<file path="config.mk">
export PLATFORM = sky130hd
export DESIGN_NAME = signal_debouncer
export DESIGN_NICKNAME = d
export VERILOG_FILES = /design/src/rtl/signal_debouncer.sv
export SDC_FILE = /design/constraint.sdc
export NUM_CORES = 1
export LEC_CHECK = 0
export BUFFER_PORTS_ARGS = -buffer_cell sky130_fd_sc_hd__buf_2
export CORE_MARGIN = 1
export CORE_UTILIZATION = 40
export CTS_BUF_LIST = sky130_fd_sc_hd__clkbuf_4 sky130_fd_sc_hd__clkbuf_8 sky130_fd_sc_hd__clkbuf_16
export DETAILED_ROUTE_END_ITERATION = 10
export PLACE_DENSITY = 0.69
export SLEW_MARGIN = 30
export SYNTH_ARGS = -nofsm -noshare
export SYNTH_HDL_FRONTEND = slang
export SYNTH_SLANG_ARGS = --single-unit
</file>
<file path="constraint.sdc">
create_clock -name clockSignal -period 1.8 [get_ports clockSignal]
set_input_delay 0 -clock clockSignal [delete_from_list [all_inputs] [get_ports clockSignal]]
set_output_delay 0 -clock clockSignal [all_outputs]
set_load 0.02 [all_outputs]
</file>
<file path="src/rtl/signal_debouncer.sv">
// signal_debouncer: input conditioning for a raw asynchronous line.
// A 2-flop synchroniser feeds a counter-qualified FSM. The block outputs a
// clean level (optionally inverted), one-cycle rising/falling edge pulses and
// a busy flag. Every output comes from a flop.
//
//   state       | meaning
//   ------------+-----------------------------------------------------------
//   STABLE_LOW  | accepted level 0, waiting for a synchronised 1
//   QUAL_HIGH   | accepted level 0, counting consecutive 1 samples
//   STABLE_HIGH | accepted level 1, waiting for a synchronised 0
//   QUAL_LOW    | accepted level 1, counting consecutive 0 samples
module signal_debouncer #(
    parameter int DEBOUNCE_CYCLES = 16,
    parameter int COUNTER_WIDTH   = 8,
    parameter int INVERT_OUTPUT   = 0
) (
    input  logic clockSignal,
    input  logic resetSignalN,
    input  logic inputSignalOne,
    input  logic enableSignal,
    output logic outputSignal,
    output logic risingPulse,
    output logic fallingPulse,
    output logic busySignal
);

    typedef enum logic [1:0] {
        STABLE_LOW  = 2'd0,
        QUAL_HIGH   = 2'd1,
        STABLE_HIGH = 2'd2,
        QUAL_LOW    = 2'd3
    } state_t;

    // The qualifying sample that makes the count reach DEBOUNCE_CYCLES is
    // taken while the counter shows DEBOUNCE_CYCLES-1, so the counter never
    // goes beyond that value.
    localparam logic [COUNTER_WIDTH-1:0] CNT_LAST = COUNTER_WIDTH'(DEBOUNCE_CYCLES - 1);
    localparam logic [COUNTER_WIDTH-1:0] CNT_ONE  = COUNTER_WIDTH'(1);
    localparam logic                     INV_BIT  = (INVERT_OUTPUT != 0);

    logic                     sync1_q, sync2_q;
    state_t                   state_q, state_d;
    logic [COUNTER_WIDTH-1:0] cnt_q, cnt_d;
    logic                     level_q, level_d;
    logic                     rise_q, rise_d;
    logic                     fall_q, fall_d;
    logic                     busy_q, busy_d;

    // Two-flop synchroniser. It keeps running while qualification is disabled.
    always_ff @(posedge clockSignal or negedge resetSignalN) begin
        if (!resetSignalN) begin
            sync1_q <= 1'b0;
            sync2_q <= 1'b0;
        end else begin
            sync1_q <= inputSignalOne;
            sync2_q <= sync1_q;
        end
    end

    // State register, qualification counter and registered outputs.
    always_ff @(posedge clockSignal or negedge resetSignalN) begin
        if (!resetSignalN) begin
            state_q <= STABLE_LOW;
            cnt_q   <= '0;
            level_q <= 1'b0;
            rise_q  <= 1'b0;
            fall_q  <= 1'b0;
            busy_q  <= 1'b0;
        end else begin
            state_q <= state_d;
            cnt_q   <= cnt_d;
            level_q <= level_d;
            rise_q  <= rise_d;
            fall_q  <= fall_d;
            busy_q  <= busy_d;
        end
    end

    // Next-state and counter logic. A disabled or broken qualification
    // falls back to the stable state it started from.
    always_comb begin
        state_d = state_q;
        cnt_d   = '0;
        case (state_q)
            STABLE_LOW: begin
                if (enableSignal && sync2_q) begin
                    state_d = QUAL_HIGH;
                    cnt_d   = CNT_ONE;
                end
            end
            QUAL_HIGH: begin
                if (!enableSignal || !sync2_q) begin
                    state_d = STABLE_LOW;
                end else if (cnt_q == CNT_LAST) begin
                    state_d = STABLE_HIGH;
                end else begin
                    cnt_d = cnt_q + CNT_ONE;
                end
            end
            STABLE_HIGH: begin
                if (enableSignal && !sync2_q) begin
                    state_d = QUAL_LOW;
                    cnt_d   = CNT_ONE;
                end
            end
            QUAL_LOW: begin
                if (!enableSignal || sync2_q) begin
                    state_d = STABLE_HIGH;
                end else if (cnt_q == CNT_LAST) begin
                    state_d = STABLE_LOW;
                end else begin
                    cnt_d = cnt_q + CNT_ONE;
                end
            end
            default: begin
                state_d = STABLE_LOW;
            end
        endcase
    end

    // Output decode. It is computed from the next state so that the
    // registered outputs change on the same edge as the state.
    always_comb begin
        rise_d  = (state_q == QUAL_HIGH) && (state_d == STABLE_HIGH);
        fall_d  = (state_q == QUAL_LOW)  && (state_d == STABLE_LOW);
        busy_d  = (state_d == QUAL_HIGH) || (state_d == QUAL_LOW);
        level_d = (state_d == STABLE_HIGH) || (state_d == QUAL_LOW);
    end

    assign outputSignal = level_q ^ INV_BIT;
    assign risingPulse  = rise_q;
    assign fallingPulse = fall_q;
    assign busySignal   = busy_q;

endmodule

</file>
Word level (Yosys, flattened, before mapping)
Cells that the tools add are included.
{"block": "op_classes", "n_div": 0, "n_reduce_logical": 12, "magnitude_cmp": 0, "addsub": 1, "n_bitwise": 0, "eq_ne": 7, "muxes": 13, "shift": 0, "n_mul": 0}
{"cell": "8-bit one-hot mux with 4 select lines", "count": 1}
{"cell": "8-bit 2-to-1 mux", "count": 3}
{"cell": "2-bit 2-to-1 mux", "count": 6}
{"cell": "8-bit by 1-bit adder with 8-bit output, second input constant", "count": 1}
{"cell": "2-bit equality test, second input constant", "count": 4}
{"cell": "8-bit by 4-bit equality test with 1-bit output, second input constant", "count": 1}
{"cell": "2-bit one-hot mux with 4 select lines", "count": 1}
{"cell": "2-bit by 1-bit equality test with 1-bit output, second input constant", "count": 2}
{"cell": "1-bit logical AND", "count": 4}
{"cell": "2-bit logical NOT", "count": 2}
{"cell": "1-bit logical OR", "count": 4}
{"cell": "1-bit logical NOT", "count": 2}
{"cell": "1-bit 2-to-1 mux", "count": 2}
{"block": "totals", "n_memories": 0, "reg_bits": 16, "inputBits": 4, "ramBits": 0, "romBits": 0, "latchBits": 0, "out_inout_bits": 4, "word_cells": 41}

Depth between registers and ports, before layout
{"block": "depth", "word_depth": 6, "mapped_depth": 4, "mapped_depth_nobuf": 4}

Worst setup path after synthesis
Ideal clock, no wire load.
{"block": "synth_path", "kind": "flip-flop to flip-flop", "start": "register cnt_q[6]", "end": "register level_q (netlist: outputSignal)", "path_slack_ns": 0.161, "path_stages_with_launch": 4, "path_buffers": 0, "synth_period_minus_slack_ns": 1.639, "setup_ns": 0.125, "arrival_time_ns": 1.515, "required_time_ns": 1.675, "cell_sequence": "dfrtp_1 or4_4 nor3_4 mux2_2"}
{"block": "synth_via", "elab_chain_cells": 6, "elab_cells_between_ends": 9, "classes_between": "3 x eq/ne; 5 x mux; 1 x reduce/logical"}
{"element": "start: declaration", "line_no": "43", "source": "logic [COUNTER_WIDTH-1:0] cnt_q, cnt_d;"}
{"element": "start signal: assignment", "line_no": "71", "source": "cnt_q <= cnt_d;"}
{"element": "8-bit by 4-bit equality test with 1-bit output *", "line_no": "94, 109"}
{"element": "2-bit 2-to-1 mux, on equally long branches", "line_no": "109, 94"}
{"element": "2-bit 2-to-1 mux, on equally long branches", "line_no": "107, 92"}
{"element": "2-bit one-hot mux with 4 select lines *", "line_no": "84", "source": "case (state_q)"}
{"element": "2-bit equality test", "line_no": "127", "source": "level_d = (state_d == STABLE_HIGH) || (state_d == QUAL_LOW);"}
{"element": "1-bit logical OR *", "line_no": "127"}
{"element": "net level_d", "line_no": "44", "source": "logic level_q, level_d;"}
{"element": "end signal: assignment", "line_no": "72", "source": "level_q <= level_d;"}
{"element": "end: declaration", "line_no": "44"}
The timed path passes the listed nets; every way through them passes the cells marked *.

Worst setup path in the final report
Same ends and word-level chain as after synthesis.

==> results by group <==
Status
  • Status: finished, final reports clean

STA
  • # setup viols final: 0
  • Fmax: slightly below 600 MHz
  • Rel. slew slack: a little under three quarters
  • Final Hold Viols: 0
  • Worst-Margin Slew: about 0.42 ns
  • Final worst-path cycle share: 95.0%
  • Hold Slack: between 0.1 and 0.15 ns
  • Skew final: approximately 0.0023 ns
  • Max Slew Vio Count: 0
  • Setup ws final: ~0.090 ns
  • Unrepaired setup endpoints after global routing: false
  • Setup TNS: 0 ns
  • Tmin final: about 1.7 ns

Power
  • Switch Pwr: 123 uW
  • Comb pwr share: 4.4%
  • Pwr Total: between 500 and 600 uW
  • Leakage: ~0.35 nW
  • Sequential share of power: between 60% and 70%
  • Internal power: around 450 uW
  • Clock network power share: a little over a third
  • VDD IR max: 0.504 mV
  • Pwr dens: ~750 nW/um^2
  • Switching portion of total power: roughly a fifth

Layout
  • Most frequent cells in the layout: dfrtp_1, buf_2, a21oi_1, clkbuf_4
  • Final Instance Area: a little under 800 sq um
  • Area occupied by multi-input gates: ~260 sq um
  • Storage cell area: 375 sq um
  • Layout Utilization: 51.2%
  • Post-route insts no fill: 87
  • Most common cell after layout, fill and taps aside: dfrtp_1
  • FILL cells: 154
  • Antenna Cells: 0
  • Layout cells sized above 1: a little over a quarter
  • Final net count: 77
  • Area Growth Syn to Fin: 18.9%

Logic synthesis
  • Cell area after synthesis: roughly 650 sq um
  • Post-synthesis mux area share: under 10%
  • Post-synth cell types: 24
  • Sequential share of the synthesized area: between 50 and 60%
  • Synth top area cells: dfrtp_1, mux2_2, a21oi_1
  • Synth Instances: 56
  • Combinational family with the most area after synthesis: simple AND/OR/NAND/NOR gates
  • XOR/XNOR Fraction of Synth Area: roughly 4.0%
  • Synth warn: 0
  • Adder-Cell Fraction of Synth Area: ~1.9%
  • Syn Nets: a little over 60
  • Simple-Gate Fraction of Synth Area: a little over a fifth
  • Post-synth top area share: around 58%
  • Synth Area per Inst: about 12 sq um
  • Synth area leader: dfrtp_1
  • FF+latch count, synth: 15
  • Complex-gate fraction of the synthesized area: 10.2%

Setup path
  • Crit. End Element: register
  • CP cell instances: or4_4 -> nor3_4 -> mux2_2
  • Data arrival time of the worst path: 1.88 ns
  • Nature of the critical path startpoint: register
  • CP startpoint: cnt_q[6]$_DFF_PN0_
  • Critical path's largest stage delay: just under 0.6 ns
  • Worst r2r src: cnt_q[6]$_DFF_PN0_
  • Critical path required time: 1.97 ns
  • Capture point of the worst reg-to-reg path: outputSignal$_DFF_PN0_
  • Crit path capture: outputSignal$_DFF_PN0_
  • Internal reg-to-reg setup slack: around 0.09 ns
  • FF-to-FF path depth: 3
  • Buffers plus inverters on the worst setup path: 0
  • Crit path max fanout: 5
  • Setup CP Type: reg2reg
  • CP top delay family: simple AND/OR/NAND/NOR gates
  • Worst path slowest cell: or4_4
  • Stages on worst setup path: 3

GRT
  • First-pass GRT wire length: approximately 1900 um
  • GRT Util Overall: 14.3%
  • Gr ovfl total: 0
  • Pin count of the biggest net entering global routing: 16
  • Vias in the first global route: around 430
  • Initial antenna violation count: 0

Detailed routing
  • Post-route ant nets: 0
  • Routed via count: 479
  • Wire per inst: about 12 um
  • Met2 WL: around 430 um
  • Met3 WL: about 41 um
  • Vias per cell: 5.51
  • Drt drc: 0
  • 1st-pass router iterations: 4
  • Highest metal used: met4
  • WL final: 1030 um
  • Met1 wire length: roughly 530 um
  • Drt first-iter violations: 5

Clock tree
  • CTS H-tree lvls: 1
  • Root Driver: clkbuf_4
  • CTS tree: built
  • CTS buffer count: 3
  • Max clock buf depth: 2
  • Clk_lat worst skew: 0.28 ns
  • Clock transition at the registers of the reported paths: approximately 0.090 ns
  • CTS sink count: 15

Floorplanning
  • Initial Util: 43.1%
  • I/O pins: 8
  • Row cnt: 14
  • Chip width: between 40 and 50 um
  • Core Region: roughly 1500 sq um
  • Die Outline Area: ~1800 sq um
  • Chip height: 42.3 um

Job
  • # Max-Cap Violations: 0

Placed design
  • Number of placed cells counting well taps: 80
  • IO Port Bufs: 7
  • DP HPWL: 732 um
  • Routability cong.: approximately 0.74
  • Pre-CTS setup slack: 0.107 ns
  • Post-place instance area: about 700 sq um

Hold path
  • Hold/Removal Path Class: in2async
[flip-flops by register name (all words and copies together) (netlist names)]
name / cells
sync2_q: 1
fallingPulse: 1
risingPulse: 1
sync1_q: 1
cnt_q: 8
outputSignal: 1
state_q: 2
[worst min path at each step]
stage                             from                      to  slack (ns)  depth (start not counted)
after floorplan           resetSignalN      cnt_q[0]$_DFF_PN0_       -0.30                          0
after global placement    resetSignalN  fallingPulse$_DFF_PN0_       -0.08                          1
after detailed placement  resetSignalN  fallingPulse$_DFF_PN0_       -0.08                          1
after CTS                 resetSignalN  fallingPulse$_DFF_PN0_        0.15                          2
after global routing      resetSignalN  fallingPulse$_DFF_PN0_        0.19                          2
final                     resetSignalN  fallingPulse$_DFF_PN0_        0.13                          2
[cells by family after synthesis]
logic type	count (synthesis)
compound gates	11
xor+xnor	3
fa+ha+maj	1
buf+inv	3
flops	15
mux	2
simple gates	21
[per-layer routing]
layer  GRT usage, %  up-vias
li1               -      234
met1           20.5      228
met2           19.7       13
met3           2.59        4
met4           9.38        0
met5              0        -
[power by group through the flow]
| stage | Combinational, mW | Sequential [mW] | Clock, mW |
|---|---|---|---|
| finish | 0.0253 | 0.346 | 0.205 |
| global route | 0.0298 | 0.347 | 0.220 |
| CTS | 0.0262 | 0.346 | 0.210 |
| detailed placement | 0.0211 | 0.353 | 0 |
| global placement | 0.0212 | 0.353 | 0 |
| floorplan | 0.00700 | 0.354 | 0 |
[repair_timing]
item                                   4_1_cts  5_1_grt
hold buffers                                 3        0
resized for setup                            0        0
endpoints found under the hold margin       18        0
setup buffers                                0        0
[cells in the mapped netlist]
cell type,number
nand2b_1,1
xnor2_1,2
or3_2,1
and3b_2,2
nor2_1,3
nand2_1,3
mux2_2,2
a211oi_1,1
o21ai_0,3
or3_1,2
nand4_1,2
nor3_4,1
a31oi_1,1
dfrtp_1,15
nand3_1,3
xor2_1,1
ha_1,1
nor4_1,1
a21oi_1,4
or4_4,1
a221o_1,1
nor3_1,1
inv_1,3
o21bai_1,1
[worst reg2reg max path, stage by stage, from the launching register on]
cell     delay [ns]
dfrtp_1        0.42
or4_4          0.58
nor3_4         0.24
mux2_2         0.36
[final cells by class]
cell class / count / area share [%]
Multi-Input combinational cell: 38 / 34.0
Clock buffer: 4 / 3.89
Timing Repair Buffer: 11 / 9.40
Inverter: 3 / 1.46
Sequential cell: 15 / 48.6
Tap cell: 16 / 2.59
(Power assumes the default switching activity.)
